--- config.mk ---
export PLATFORM = sky130hd
export DESIGN_NAME = adbg_toggle_sync_array_flat
export DESIGN_NICKNAME = d
export VERILOG_FILES = /design/src/rtl/adbg_sync_pkg.sv /design/src/rtl/adbg_toggle_sync_array_if.sv /design/src/rtl/adbg_sync_chan.sv /design/src/rtl/adbg_toggle_sync_array.sv /design/src/flat_wrapper.sv
export SDC_FILE = /design/constraint.sdc
export NUM_CORES = 1
export LEC_CHECK = 0
export CAP_MARGIN = 20
export CORE_MARGIN = 5
export CORE_UTILIZATION = 49
export DETAILED_ROUTE_END_ITERATION = 16
export HOLD_SLACK_MARGIN = 0.02
export PLACE_DENSITY_LB_ADDON = 0.08
export SETUP_SLACK_MARGIN = 0.1
export SLEW_MARGIN = 20
export SYNTH_ARGS = -nofsm -noshare
export SYNTH_HDL_FRONTEND = slang
export SYNTH_SLANG_ARGS = --single-unit
--- constraint.sdc ---
create_clock -name DEST_CLK -period 4.7 [get_ports DEST_CLK]
set_clock_uncertainty 0.2 [all_clocks]
set_input_delay 1.175 -clock DEST_CLK [delete_from_list [all_inputs] [get_ports DEST_CLK]]
set_output_delay 1.175 -clock DEST_CLK [all_outputs]
set_load 0.01 [all_outputs]
--- src/rtl/adbg_sync_pkg.sv ---
// rtl/adbg_sync_pkg.sv - shared constants and helpers for the toggle synchroniser array
package adbg_sync_pkg;

   localparam int SYNC_STAGES_MIN = 2;
   localparam int CNT_W_DEFAULT   = 8;

   // Arm counter must reach SYNC_STAGES+1 so the chain and prev hold post-reset levels
   function automatic int arm_cnt_w(input int sync_stages);
      return $clog2(sync_stages + 2);
   endfunction

endpackage

--- src/rtl/adbg_toggle_sync_array_if.sv ---
// rtl/adbg_toggle_sync_array_if.sv - event bus of the toggle synchroniser array (EVCNT gated by ADBG_SYNC_EVCNT_EN)
interface adbg_toggle_sync_array_if #(
   parameter int CHANNELS = 4,
   parameter int CNT_W    = 8
);

   logic [CHANNELS-1:0] TOGGLE_IN;
   logic [CHANNELS-1:0] D_SET;
   logic [CHANNELS-1:0] D_RST;
   logic [CHANNELS-1:0] D_OUT;
   logic [CHANNELS-1:0] PULSE_OUT;
   logic [CHANNELS-1:0] OVERFLOW;
   logic                READY;
`ifdef ADBG_SYNC_EVCNT_EN
   logic [CHANNELS*CNT_W-1:0] EVCNT;
`endif

   if (CNT_W < 1) begin : g_bad_cnt_w
      $error("adbg_toggle_sync_array_if: CNT_W must be >= 1");
   end

   modport master (
      output TOGGLE_IN,
      output D_SET,
      output D_RST,
      input  D_OUT,
      input  PULSE_OUT,
      input  OVERFLOW,
`ifdef ADBG_SYNC_EVCNT_EN
      input  EVCNT,
`endif
      input  READY
   );

   modport slave (
      input  TOGGLE_IN,
      input  D_SET,
      input  D_RST,
      output D_OUT,
      output PULSE_OUT,
      output OVERFLOW,
`ifdef ADBG_SYNC_EVCNT_EN
      output EVCNT,
`endif
      output READY
   );

endinterface

--- src/rtl/adbg_sync_chan.sv ---
// rtl/adbg_sync_chan.sv - one toggle channel: sync chain, edge detect, sticky/overflow flags, optional counter (ADBG_SYNC_EVCNT_EN)
module adbg_sync_chan
   import adbg_sync_pkg::*;
#(
   parameter int SYNC_STAGES = 2,
   parameter int CNT_W       = CNT_W_DEFAULT
) (
   input  logic             DEST_CLK,
   input  logic             RESET,
   input  logic             ready,
   input  logic             toggle,
   input  logic             d_set,
   input  logic             d_rst,
   output logic             d_out,
   output logic             pulse_out,
`ifdef ADBG_SYNC_EVCNT_EN
   output logic [CNT_W-1:0] evcnt,
`endif
   output logic             overflow
);

   logic [SYNC_STAGES-1:0] chain;
   logic                   prev;
   logic                   sticky;
   logic                   ovf;
   logic                   det;

   if (CNT_W < 1) begin : g_bad_cnt_w
      $error("adbg_sync_chan: CNT_W must be >= 1");
   end

   // prev keeps tracking while not ready so the first armed cycle sees no stale edge
   assign det = (chain[SYNC_STAGES-1] ^ prev) & ready;

   always_ff @(posedge DEST_CLK) begin
      if (RESET) begin
         chain  <= '0;
         prev   <= 1'b0;
         sticky <= 1'b0;
         ovf    <= 1'b0;
      end else begin
         chain  <= {chain[SYNC_STAGES-2:0], toggle};
         prev   <= chain[SYNC_STAGES-1];
         sticky <= det | (sticky & ~d_rst) | (d_set & ~d_rst);
         ovf    <= (det & sticky & ~d_rst) | (ovf & ~d_rst);
      end
   end

`ifdef ADBG_SYNC_EVCNT_EN
   logic [CNT_W-1:0] cnt;

   always_ff @(posedge DEST_CLK) begin
      if (RESET) begin
         cnt <= '0;
      end else if (d_rst) begin
         cnt <= det ? CNT_W'(1) : '0;
      end else if (det && (cnt != {CNT_W{1'b1}})) begin
         cnt <= cnt + 1'b1;
      end
   end

   assign evcnt = cnt;
`endif

   assign d_out     = sticky | det;
   assign pulse_out = det;
   assign overflow  = ovf;

endmodule

--- src/rtl/adbg_toggle_sync_array.sv ---
// rtl/adbg_toggle_sync_array.sv - multi-channel toggle-to-event synchroniser; ADBG_SYNC_EVCNT_EN adds per-channel event counters
module adbg_toggle_sync_array
   import adbg_sync_pkg::*;
#(
   parameter int CHANNELS    = 4,
   parameter int SYNC_STAGES = 2,
   parameter int CNT_W       = CNT_W_DEFAULT
) (
   input  logic                     DEST_CLK,
   input  logic                     RESET,
   adbg_toggle_sync_array_if.slave  bus
);

   localparam int ARM_W = arm_cnt_w(SYNC_STAGES);
   localparam logic [ARM_W-1:0] ARM_DONE = ARM_W'(SYNC_STAGES + 1);

   if (SYNC_STAGES < SYNC_STAGES_MIN) begin : g_bad_stages
      $error("adbg_toggle_sync_array: SYNC_STAGES must be >= 2");
   end
   if (CHANNELS < 1) begin : g_bad_channels
      $error("adbg_toggle_sync_array: CHANNELS must be >= 1");
   end

   logic [ARM_W-1:0] arm_cnt;
   logic             ready;

   always_ff @(posedge DEST_CLK) begin
      if (RESET) begin
         arm_cnt <= '0;
      end else if (arm_cnt != ARM_DONE) begin
         arm_cnt <= arm_cnt + 1'b1;
      end
   end

   assign ready     = (arm_cnt == ARM_DONE);
   assign bus.READY = ready;

   for (genvar i = 0; i < CHANNELS; i++) begin : g_chan
      adbg_sync_chan #(
         .SYNC_STAGES (SYNC_STAGES),
         .CNT_W       (CNT_W)
      ) u_chan (
         .DEST_CLK  (DEST_CLK),
         .RESET     (RESET),
         .ready     (ready),
         .toggle    (bus.TOGGLE_IN[i]),
         .d_set     (bus.D_SET[i]),
         .d_rst     (bus.D_RST[i]),
         .d_out     (bus.D_OUT[i]),
         .pulse_out (bus.PULSE_OUT[i]),
`ifdef ADBG_SYNC_EVCNT_EN
         .evcnt     (bus.EVCNT[i*CNT_W +: CNT_W]),
`endif
         .overflow  (bus.OVERFLOW[i])
      );
   end

endmodule

--- src/flat_wrapper.sv ---
// flat-port wrapper written by rule: the top's interface ports become plain ports
module adbg_toggle_sync_array_flat import adbg_sync_pkg::*;
#(
   parameter int CHANNELS    = 4,
   parameter int SYNC_STAGES = 2,
   parameter int CNT_W       = CNT_W_DEFAULT
)
  (DEST_CLK, RESET, bus_TOGGLE_IN, bus_D_SET, bus_D_RST, bus_D_OUT, bus_PULSE_OUT, bus_OVERFLOW, bus_READY);
  adbg_toggle_sync_array_if #(.CHANNELS(CHANNELS), .CNT_W(CNT_W)) bus_i ();
  input  logic DEST_CLK;
  input  logic RESET;
  input wire logic [$bits(bus_i.TOGGLE_IN)-1:0] bus_TOGGLE_IN;
  input wire logic [$bits(bus_i.D_SET)-1:0] bus_D_SET;
  input wire logic [$bits(bus_i.D_RST)-1:0] bus_D_RST;
  output wire logic [$bits(bus_i.D_OUT)-1:0] bus_D_OUT;
  output wire logic [$bits(bus_i.PULSE_OUT)-1:0] bus_PULSE_OUT;
  output wire logic [$bits(bus_i.OVERFLOW)-1:0] bus_OVERFLOW;
  output wire logic [$bits(bus_i.READY)-1:0] bus_READY;
  assign bus_i.TOGGLE_IN = bus_TOGGLE_IN;
  assign bus_i.D_SET = bus_D_SET;
  assign bus_i.D_RST = bus_D_RST;
  assign bus_D_OUT = bus_i.D_OUT;
  assign bus_PULSE_OUT = bus_i.PULSE_OUT;
  assign bus_OVERFLOW = bus_i.OVERFLOW;
  assign bus_READY = bus_i.READY;
  adbg_toggle_sync_array #(.CHANNELS(CHANNELS), .SYNC_STAGES(SYNC_STAGES), .CNT_W(CNT_W)) u_core (.DEST_CLK(DEST_CLK), .RESET(RESET), .bus(bus_i));
endmodule
# After elaboration in Yosys (flattened, before gate mapping)
# Index checks and enable logic that the tools add are counted.
totals:
  register_bits: 22
  wordCells: 68
op_classes:
  eq_ne: 2
  add_sub_neg: 1
  n_bitwise: 48
op_table:
  columns: ["cell", "n"]
  rows:
  - ["1-bit AND", 24]
  - ["1-bit OR", 16]
  - ["1-bit NOT", 4]
  - ["1-bit bitwise XOR", 4]
  - ["2-bit by 1-bit adder with 2-bit output, second input constant", 1]
  - ["2-bit equality test, second input constant", 1]
  - ["2-bit inequality test, second input constant", 1]

# Longest topological paths before layout
depth:
  word_depth: 5
  ltp_mapped: 5
  ltp_nobuf: 3

# Hierarchy
# Synthesis repeated with hierarchy kept, for this count alone.
hier_totals:
  hier_cells: 80
  area_unflattened_um2: 852.1
modules_own_cells:
  columns: ["mod", "area_per_inst_um2", "cells_per_inst", "instances"]
  rows:
  - ["adbg_sync_chan", 190.2, 18, 4]
  - ["adbg_toggle_sync_array", 91.3, 8, 1]

# Least setup slack after synthesis
# No wires, ideal clock.
synth_timing:
  path_type: "register to output"
  from: "reg u_core.arm_cnt[0]"
  to: "out bus_D_OUT[0]"
  required_ns: 3.325
  setup_slack_ns: 2.203
  n_path_buf: 2
  arrival_time_ns: 1.122
  stages_incl_launch_ff: 6
  path_cell_list: "dfxtp_1 > ha_1 > buf_2 > inv_1 > o21bai_1 > buf_4"
synth_between:
  elab_chain_len: 3
synth_rtl:
  columns: ["item", "line_no", "text"]
  rows:
  - ["from (decl)", "adbg_toggle_sync_array.sv:24", "logic [ARM_W-1:0] arm_cnt;"]
  - ["from (signal assigned)", "adbg_toggle_sync_array.sv:31", "arm_cnt <= arm_cnt + 1'b1;"]
  - ["2-bit equality test", "adbg_toggle_sync_array.sv:35", "assign ready = (arm_cnt == ARM_DONE);"]
  - ["via bus_READY", "flat_wrapper.sv:18", "output wire logic [$bits(bus_i.READY)-1:0] bus_READY;"]
  - ["1-bit AND", "adbg_sync_chan.sv:33", "assign det = (chain[SYNC_STAGES-1] ^ prev) & ready;"]
  - ["1-bit OR", "adbg_sync_chan.sv:65", "assign d_out = sticky | det;"]
  - ["to (decl)", "flat_wrapper.sv:15", "output wire logic [$bits(bus_i.D_OUT)-1:0] bus_D_OUT;"]
# The timed path passes the listed nets, and every way through them passes these cells.

# Worst setup path after layout
layout_timing:
  from: "reg u_core.arm_cnt[0]"
  to: "out bus_D_OUT[3]"
layout_between:
  elab_chain_len: 3
layout_rtl:
  columns: ["item", "line_no"]
  rows:
  - ["2-bit equality test", "adbg_toggle_sync_array.sv:35"]
  - ["1-bit AND", "adbg_sync_chan.sv:33"]
  - ["1-bit OR", "adbg_sync_chan.sv:65"]
# No other way between the ends.

==> results.txt <==
----------------------------------------------------
[Run status]
  Result of the run ... finished clean

[Yosys]
  Syn Area/Cell ... 10.87 um2
  Synthesized instance count ... 89
  #FFs+latches synth ... 22
  Post-synthesis net count ... 104
  Yosys warning total ... 0
  Distinct cell type count of the synthesized netlist ... 20
  Synthesized cell area ... 967.2 um2
  Share of synthesized area occupied by flip-flops and latches ... 0.4554

[Global route]
  GR Util All Layers ... 0.1229
  Number of global-route vias before repair ... 599
  Pin count of the biggest net entering global routing ... 28
  Wire length of the first global-routing pass ... 2504 um
  Gr ovfl total ... 0
  Initial antenna violation count ... 0

[CTS]
  Buffer type at the clock tree root ... sky130_fd_sc_hd__clkbuf_4
  Max H-tree Level ... 1
  Number of clock sinks ... 22
  Later-pin clock latency in the skew report ... 0.31 ns
  TritonCTS clock tree ... done
  CTS clk-pin slew, worst paths ... 0.12 ns
  Number of setup buffers added after CTS ... 0
  Clock Tree Buf Depth ... 2
  Number of clock buffers inserted by TritonCTS ... 3
  Hold Buf Count CTS ... 0
  Cts repair resizes ... 0

[Timing]
  Max Clk Rate ... 290.5 MHz
  TNS Setup ... 0 ns
  Final critical-path share of the clock period ... 0.7323
  Max-slew violation total from the final report ... 0
  Minimum period implied by the final worst setup slack ... 3.442 ns
  Max-slew headroom at the worst pin ... 0.4121
  Setup slack of the critical path after layout ... 1.258 ns
  Final count of hold timing violations ... 0
  Setup repair after global routing missed its margin ... false
  Actual slew at the worst max-slew pin ... 0.8791 ns
  Final setup fails ... 0

[Min path]
  Start point of the worst hold path ... u_core.g_chan[2].u_chan.chain[0]
  End point of the worst hold path ... u_core.g_chan[2].u_chan.chain[1]
  Cell count of the worst hold path ... 1
  Worst min-delay path class ... reg2reg

[Setup path]
  Slowest library cell on the worst path ... sky130_fd_sc_hd__clkdlybuf4s50_1
  Kind of cell with the highest combined delay on the critical path ... buffers and inverters
  CP peak stage delay ... 0.56 ns
  Data arrival time of the critical path ... 2.07 ns
  Critical Path, Cell by Cell ... ha_1, inv_1, o21bai_1, clkdlybuf4s50_1
  Data required time of the critical path ... 3.32 ns
  Critical R2R Launch ... u_core.arm_cnt[0]
  Worst Setup Path Type ... reg2out
  Count of cells along the worst register-to-register path ... 3
  Reg-to-reg setup timing slack ... 3.22 ns
  Crit end category ... output port
  Critical path depth ... 4
  Crit path launch type ... register
  Count of buffering cells on the critical path with inverters included ... 2
  Top fanout value on the critical path ... 9
  Reg2reg end ... u_core.g_chan[2].u_chan.overflow

[Final layout]
  Post-layout net count ... 119
  Fraction of final layout cells sized beyond drive strength 1 ... 0.1650
  Syn-to-layout area delta ... 21.86%
  Inserted Diodes ... 0
  Number of filler cells placed in the layout ... 185

[Die]
  Cell row count ... 16
  Die width ... 54.43 um
  Initial core utilization ... 0.5033
  CORE AREA ... 1922 um2
  IO Count ... 27
  Area enclosed by the die boundary ... 2962 um2
  Die height ... 54.43 um

[Detailed routing]
  DRC violations left ... 0
  Post-detailed-routing wire length ... 1616 um
  DRC violation total after the first TritonRoute iteration ... 12
  Initial DRT Pass Iterations ... 2
  Via count ... 640
  Post-DRT Antenna Nets ... 0
  Post-detailed-route wirelength per cell ... 12.43 um
  Via density ... 4.923

[Job]
  Count of max-cap constraint violations ... 0

[Place]
  Setup slack at placement ... 1.605 ns
  Post-DP HPWL ... 1141 um
  Routability Congestion ... 0.7031
  Count of buffers inserted at the top-level ports ... 26

[Power]
  Power per Cell Area ... 340.3 nW/um2
  Worst ir drop on vdd ... 0.2263 mV
  Static Leakage ... 0.4442 nW

----------------------------------------------------
==> cell usage in the layout (no fill, tap or decap), drive strengths merged <==
master | netlist | final
nand2b | 1 | 1
o32ai | 4 | 4
nor2 | 10 | 10
inv | 1 | 1
or3b | 4 | 4
bufinv | 0 | 1
clkdlybuf4s50 | 0 | 26
ha | 1 | 1
and2b | 8 | 8
dfxtp | 22 | 22
o41ai | 4 | 4
clkbuf | 1 | 3
xor2 | 1 | 1
xnor2 | 4 | 4
nand2 | 4 | 4
nor2b | 4 | 4
mux2i | 1 | 1
o21bai | 4 | 4
==> per-layer routing <==
| layer | up-vias | track usage | wire, um |
|---|---|---|---|
| li1 | 318 | - | - |
| met1 | 293 | 0.1352 | 697 |
| met2 | 22 | 0.1992 | 752 |
| met3 | 7 | 0.03815 | 114 |
| met4 | 0 | 0.08714 | 51 |
| met5 | - | 0 | 0 |
==> synthesized netlist by cell type <==
master                      n  area (um2)
sky130_fd_sc_hd__o41ai_2    4       65.06
sky130_fd_sc_hd__inv_1      1       3.750
sky130_fd_sc_hd__nor2_1    10       37.54
sky130_fd_sc_hd__mux2i_1    1       10.01
sky130_fd_sc_hd__or3b_1     4       35.03
sky130_fd_sc_hd__o21bai_1   4       30.03
sky130_fd_sc_hd__and2b_2    8       70.07
sky130_fd_sc_hd__xnor2_1    4       35.03
sky130_fd_sc_hd__buf_4     12       90.09
sky130_fd_sc_hd__nand2b_2   1       8.760
sky130_fd_sc_hd__ha_1       1       12.51
sky130_fd_sc_hd__buf_2      1       5.000
sky130_fd_sc_hd__buf_8      1       15.01
sky130_fd_sc_hd__buf_6      1       11.26
sky130_fd_sc_hd__xor2_1     1       8.760
sky130_fd_sc_hd__clkbuf_8   1       13.76
sky130_fd_sc_hd__nand2_1    4       15.01
sky130_fd_sc_hd__nor2b_1    4       25.02
sky130_fd_sc_hd__o32ai_1    4       35.03
sky130_fd_sc_hd__dfxtp_1   22       440.4
==> report_power, final <==
| group | switching (mW) | internal (mW) |
|---|---|---|
| registers | 0.00516 | 0.197 |
| logic | 0.0248 | 0.0304 |
| clock network | 0.0580 | 0.0863 |
==> per-stage QoR <==
step | std cells | cell area (um2) | power (mW) | util | hold WS [ns]
3_3_place_gp | 126 | 1126 | 0.2597 | 0.5859 | 0.2184
6_report | 130 | 1179 | 0.4011 | 0.6133 | 0.2562
2_1_floorplan | 89 | 967.2 | 0.2426 | - | 0.2138
5_1_grt | 130 | 1179 | 0.4197 | 0.6133 | 0.2642
3_5_place_dp | 126 | 1126 | 0.2615 | 0.5859 | 0.2277
4_1_cts | 130 | 1179 | 0.4051 | 0.6133 | 0.2608
==> sequential cells by signal (all words and copies together), names as in the netlist <==
signal and count:
u_core.arm_cnt 2, u_core.g_chan.u_chan.sticky 4, u_core.g_chan.u_chan.prev 4, u_core.g_chan.u_chan.overflow 4
u_core.g_chan.u_chan.chain 8
==> worst max path at each step <==
stage | startpoint | end | slack, ns
final | u_core.arm_cnt[0] | bus_D_OUT[3] | 1.26
after global routing | u_core.arm_cnt[0] | bus_D_OUT[1] | 1.14
after CTS | u_core.arm_cnt[0] | bus_D_OUT[3] | 1.23
after detailed placement | u_core.arm_cnt[0] | bus_D_OUT[3] | 1.61
after global placement | u_core.arm_cnt[0] | bus_D_OUT[3] | 1.64
after floorplan | u_core.arm_cnt[0] | bus_D_OUT[0] | 2.20
==> area by class of cell <==
type,count,area (um2),area share
flip-flops and latches,22,440.4,0.3737
multi-input cells,50,387.9,0.3291
repair buffers,26,260.3,0.2208
well taps,27,33.78,0.02866
clock inverters,1,30.03,0.02548
clock buffers,3,22.52,0.01911
inverters,1,3.754,0.003185
==> cells by family (layout without fill, tap and decap cells) <==
logic type,count (synthesis),in the layout,share of synthesized area
mux,1,1,0.01035
compound gates,12,12,0.1345
buf+inv,17,31,0.1436
xor+xnor,5,5,0.04528
fa+ha+maj,1,1,0.01293
simple gates,31,31,0.1979
flops,22,22,0.4554
Power figures use the tool's default switching activity.
